--- config.mk ---
export PLATFORM = sky130hd
export DESIGN_NAME = rx_fct_credit_flat
export DESIGN_NICKNAME = d
export VERILOG_FILES = /design/src/rtl/rx_fct_credit_if.sv /design/src/rtl/rx_fct_credit.sv /design/src/flat_wrapper.sv
export SDC_FILE = /design/constraint.sdc
export NUM_CORES = 1
export LEC_CHECK = 0
export CAP_MARGIN = 0
export CORE_MARGIN = 10
export CORE_UTILIZATION = 30
export DETAILED_ROUTE_END_ITERATION = 10
export PLACE_DENSITY = 0.61
export SYNTH_ARGS = -nofsm -noshare
export SYNTH_HDL_FRONTEND = slang
export SYNTH_SLANG_ARGS = --single-unit
--- constraint.sdc ---
create_clock -name pclk_rx -period 2.9 [get_ports pclk_rx]
set_input_delay 0.435 -clock pclk_rx [delete_from_list [all_inputs] [get_ports pclk_rx]]
set_output_delay 0.435 -clock pclk_rx [all_outputs]
set_load 0.1 [all_outputs]
--- src/rtl/rx_fct_credit_if.sv ---
// rtl/rx_fct_credit_if.sv - link-side signal bundle for the RX flow-control credit block
//
// Signals:
//   enable_rx          link running; low holds the credit block cleared
//   fifo_free_space    free entries in the local RX FIFO (0..64)
//   got_nchar          one-cycle pulse per received N-Char
//   fct_sent           TX side has put the requested FCT on the wire
//   send_fct_req       request to TX side to send one FCT
//   credit_outstanding N-Chars the far end may still send
//   credit_error       sticky: N-Char arrived with no credit outstanding
//
// The master drives the link-side inputs; the slave is the credit block.
interface rx_fct_credit_if;
    logic       enable_rx;
    logic [6:0] fifo_free_space;
    logic       got_nchar;
    logic       fct_sent;
    logic       send_fct_req;
    logic [5:0] credit_outstanding;
    logic       credit_error;

    modport master (
        output enable_rx,
        output fifo_free_space,
        output got_nchar,
        output fct_sent,
        input  send_fct_req,
        input  credit_outstanding,
        input  credit_error
    );

    modport slave (
        input  enable_rx,
        input  fifo_free_space,
        input  got_nchar,
        input  fct_sent,
        output send_fct_req,
        output credit_outstanding,
        output credit_error
    );
endinterface

--- src/rtl/rx_fct_credit.sv ---
// rtl/rx_fct_credit.sv - RX flow-control credit tracker and FCT request FSM
//
// Ports:
//   pclk_rx   clock, all state changes on its rising edge
//   reset_rx  asynchronous active-high reset
//   bus       rx_fct_credit_if.slave (link enable, FIFO space, N-Char pulse,
//             FCT handshake, credit count and credit error)
//
// Parameters:
//   FCT_CREDIT  N-Chars granted to the far end per FCT
//   MAX_CREDIT  ceiling on outstanding credit
module rx_fct_credit #(
    parameter int unsigned FCT_CREDIT = 8,
    parameter int unsigned MAX_CREDIT = 56
) (
    input  logic pclk_rx,
    input  logic reset_rx,
    rx_fct_credit_if.slave bus
);

    typedef enum logic [1:0] {
        ST_IDLE = 2'd0,
        ST_REQ  = 2'd1,
        ST_ACK  = 2'd2
    } state_t;

    state_t     state_q, state_d;
    logic       req_q, req_d;
    logic [5:0] credit_q, credit_d;
    logic       err_q, err_d;

    logic [6:0] credit_ext;
    logic [6:0] grant_sum;
    logic       can_grant;
    logic       grant;
    logic [5:0] credit_mid;

    // Compared at 7 bits: credit + FCT_CREDIT reaches 64 at the ceiling,
    // which does not fit the 6-bit credit register.
    assign credit_ext = {1'b0, credit_q};
    assign grant_sum  = credit_ext + 7'(FCT_CREDIT);
    assign can_grant  = (bus.fifo_free_space >= grant_sum) &&
                        (grant_sum <= 7'(MAX_CREDIT));

    always_comb begin
        state_d    = state_q;
        err_d      = err_q;
        grant      = 1'b0;
        credit_mid = credit_q;
        credit_d   = credit_q;

        case (state_q)
            ST_IDLE: if (can_grant) state_d = ST_REQ;
            ST_REQ: begin
                if (bus.fct_sent) begin
                    state_d = ST_ACK;
                    grant   = 1'b1;
                end
            end
            ST_ACK:  if (!bus.fct_sent) state_d = ST_IDLE;
            default: state_d = ST_IDLE;
        endcase

        // The grant is applied before the N-Char is consumed, so an N-Char
        // arriving with zero credit on the grant edge is covered by it.
        // No overflow: a grant only starts when credit + FCT_CREDIT fits
        // under MAX_CREDIT and credit can only fall while the FCT is pending.
        if (grant) credit_mid = credit_q + 6'(FCT_CREDIT);

        if (bus.got_nchar) begin
            if (credit_mid != 6'd0) begin
                credit_d = credit_mid - 6'd1;
            end else begin
                credit_d = credit_mid;
                err_d    = 1'b1;
            end
        end else begin
            credit_d = credit_mid;
        end

        // Link down overrides everything, including a handshake in flight.
        if (!bus.enable_rx) begin
            state_d  = ST_IDLE;
            credit_d = 6'd0;
            err_d    = 1'b0;
        end

        req_d = (state_d == ST_REQ);
    end

    always_ff @(posedge pclk_rx or posedge reset_rx) begin
        if (reset_rx) begin
            state_q  <= ST_IDLE;
            req_q    <= 1'b0;
            credit_q <= 6'd0;
            err_q    <= 1'b0;
        end else begin
            state_q  <= state_d;
            req_q    <= req_d;
            credit_q <= credit_d;
            err_q    <= err_d;
        end
    end

    assign bus.send_fct_req       = req_q;
    assign bus.credit_outstanding = credit_q;
    assign bus.credit_error       = err_q;

endmodule

--- src/flat_wrapper.sv ---
// flat-port wrapper written by rule: the top's interface ports become plain ports
module rx_fct_credit_flat 
#(
    parameter int unsigned FCT_CREDIT = 8,
    parameter int unsigned MAX_CREDIT = 56
)
  (pclk_rx, reset_rx, bus_enable_rx, bus_fifo_free_space, bus_got_nchar, bus_fct_sent, bus_send_fct_req, bus_credit_outstanding, bus_credit_error);
  rx_fct_credit_if bus_i ();
  input  logic pclk_rx;
  input  logic reset_rx;
  input wire logic [$bits(bus_i.enable_rx)-1:0] bus_enable_rx;
  input wire logic [$bits(bus_i.fifo_free_space)-1:0] bus_fifo_free_space;
  input wire logic [$bits(bus_i.got_nchar)-1:0] bus_got_nchar;
  input wire logic [$bits(bus_i.fct_sent)-1:0] bus_fct_sent;
  output wire logic [$bits(bus_i.send_fct_req)-1:0] bus_send_fct_req;
  output wire logic [$bits(bus_i.credit_outstanding)-1:0] bus_credit_outstanding;
  output wire logic [$bits(bus_i.credit_error)-1:0] bus_credit_error;
  assign bus_i.enable_rx = bus_enable_rx;
  assign bus_i.fifo_free_space = bus_fifo_free_space;
  assign bus_i.got_nchar = bus_got_nchar;
  assign bus_i.fct_sent = bus_fct_sent;
  assign bus_send_fct_req = bus_i.send_fct_req;
  assign bus_credit_outstanding = bus_i.credit_outstanding;
  assign bus_credit_error = bus_i.credit_error;
  rx_fct_credit #(.FCT_CREDIT(FCT_CREDIT), .MAX_CREDIT(MAX_CREDIT)) u_core (.pclk_rx(pclk_rx), .reset_rx(reset_rx), .bus(bus_i));
endmodule
==> results.toml <==
[outcome]
status = "finished, final reports clean"

[detailed_routing]
drt_pass1_iterations = 4
wl_um = 1820
vias = 645
drc = 0
antenna_left = 0
drt_iter0_drc = 19
viasPerCell = 4.89
wl_per_cell_um = 13.8

[cts]
root_buffer = "clkbuf_4"
htree_levels = 1
hold_buffers = 0
clockBufferDepth = 2
cts_setup_buffers = 0
clk_pin_slew_ps = 70
numCtsBuffers = 3
cts_tree = "done"
clock-sinks = 10
worstSkewPairLatency_ps = 260
post_cts_resized = 0

[worst_setup_path]
worstRegToRegCells = 8
crit_type = "register to register"
crit_path_end_kind = "register"
crit_path_max_fanout = 10
critPathArrivalTime_ps = 2260
cp.required_ps = 3070
startpoint_type = "register"

[grt]
gr-usage-all-layers_pct = 7.37
antenna_found_initial = 0
grt_pass1_vias = 676
grt_max_degree = 11
grt-ovfl-total = 0
grt_pass1_wl_um = 3040

[sta]
period_needed_ps = 2080
slew_violations = 0
min_period_over_period_pct = 71.9
rsz0062_at_grt = "false"
clock_skew_ps = 3.71
setup_tns_ps = 0
setup_violations = 0
clock.fmax_ghz = 0.480
hold_viol_final = 0
maxSlewHeadroom_pct = 70.0
worst-slew-pin-transition_ps = 445

[place]
gp_congestion = 0.813
dp_cells = 129
port_buffers = 19
dpl_cell_area_um2 = 991
dp_hpwl_um = 1520

[pwr]
power.leakage_nw = 0.476
vdd_drop_max_v = 0.000631
power_density_nw_per_um2 = 1070

[logic_synthesis]
syn-num-nets = 102
syn_inst = 80
ys_seq_elements = 10
synth_top_area_share_pct = 31.9
synth.largest_area_cell = "dfrtp_1"
synth-main-ff-cell = "dfrtp_1"
ys_warn_count = 0
synth_cell_type_count = 30
synth_area_per_cell_um2 = 9.79
ys_seq_area_share_pct = 31.9
synth-edff-count = 0
netlist_area_um2 = 783
synthArstFlopShare_pct = 100
synthTopCellsByArea = "dfrtp_1, ha_1, xnor2_1, nor2b_1, inv_1"

[final_layout]
synthToLayoutAreaGrowth_pct = 29.4
final_cell_mix = "clkdlybuf4s50_1, ha_1, dfrtp_1"
drive_gt1_share_pct = 14.7
final_util_pct = 40.9
layout.nets = 126
n_fill_cell = 262
final_common_cell = "clkdlybuf4s50_1"
design_area_um2 = 1010
diodes = 0
fin_cells = 132

[min_path]
hp-class = "input port to async pin"

[die]
dieArea_um2 = 5050
ios = 20
die_h_um = 71.1
rows = 18
die_width_um = 71.1
core-area_um2 = 2480
start_util_pct = 31.6

[job]
cap_violations = 0
[logic make-up (layout without fill, tap and decap cells)]
family	after synthesis	in the layout	share of synthesized area, %
muxes	1	1	1.92
and+or+nand+nor	30	30	23.0
xor gates and xnor gates	9	9	11.0
AOI/OAI and AO/OA	12	12	12.3
adders and majority gates	10	10	16.0
DFF	10	10	31.9
buffers and inverters	8	30	3.83
[per-layer routing]
| metal | GRT usage [%] | up-vias | wire length [um] |
|---|---|---|---|
| met1 | 8.39 | 301 | 871 |
| met4 | 3.66 | 0 | 21 |
| met3 | 3.21 | 4 | 104 |
| met2 | 11.5 | 18 | 822 |
| met5 | 0 | - | 0 |
| li1 | - | 322 | - |
[power by group]
part           internal, mW  switching (mW)
Sequential            0.185          0.0658
Clock                0.0478          0.0451
Combinational         0.242           0.504
[state kept, by name, summed over array words and instances, names as in the netlist]
name                           cells
u_core.bus.credit_outstanding      6
u_core.state_q                     2
u_core.bus.credit_error            1
u_core.bus.send_fct_req            1
[metrics by stage]
step / hold slack [ps] / power [mW] / setup slack (ps)
floorplan: 275 / 0.842 / 405
global placement: 517 / 0.997 / 841
detailed placement: 524 / 1.00 / 797
CTS: 461 / 1.10 / 791
global route: 472 / 1.17 / 652
finish: 458 / 1.09 / 815
[layout make-up]
cell class | count | area [um2] | share of cell area (%)
clock buffer | 3 | 22.5 | 2.22
inverter | 8 | 30.0 | 2.96
multi-input combinational | 62 | 503 | 49.6
sequential | 10 | 250 | 24.7
tap | 30 | 37.5 | 3.70
timing repair buffer | 19 | 170 | 16.8
[worst max-delay path: stages, from the launching register on]
cell and delay (ps):
dfrtp_1 490, ha_1 420, inv_1 60, ha_1 280
and4_1 180, o21ai_0 80, o221ai_1 190, a21oi_1 110
nor3b_1 180
[synth_stat cells (2+ instances only)]
library cell / number
inv_1: 8
nand3_1: 3
nor2b_1: 5
nand2_1: 6
nor2_1: 5
dfrtp_1: 10
xnor2_1: 7
ha_1: 10
nor3b_1: 2
a211oi_1: 2
a21oi_1: 3
[path summary, 6_finish.rpt]
check | slack, ps | end | from
worst min-delay path | 460 | u_core.state_q[1]$_DFF_PP0_ | reset_rx
worst min register to register | 550 | u_core.bus.credit_error$_DFFE_PP0P_ | u_core.bus.credit_error$_DFFE_PP0P_
min in group pclk_rx | 550 | u_core.bus.credit_error$_DFFE_PP0P_ | u_core.bus.credit_error$_DFFE_PP0P_
worst max-delay path | 820 | u_core.state_q[0]$_DFF_PP0_ | u_core.bus.credit_outstanding[3]$_DFF_PP0_
max in group asynchronous | 2160 | u_core.state_q[0]$_DFF_PP0_ | reset_rx
worst max register to register | 820 | u_core.state_q[0]$_DFF_PP0_ | u_core.bus.credit_outstanding[3]$_DFF_PP0_
Power figures use the tool's default switching activity.
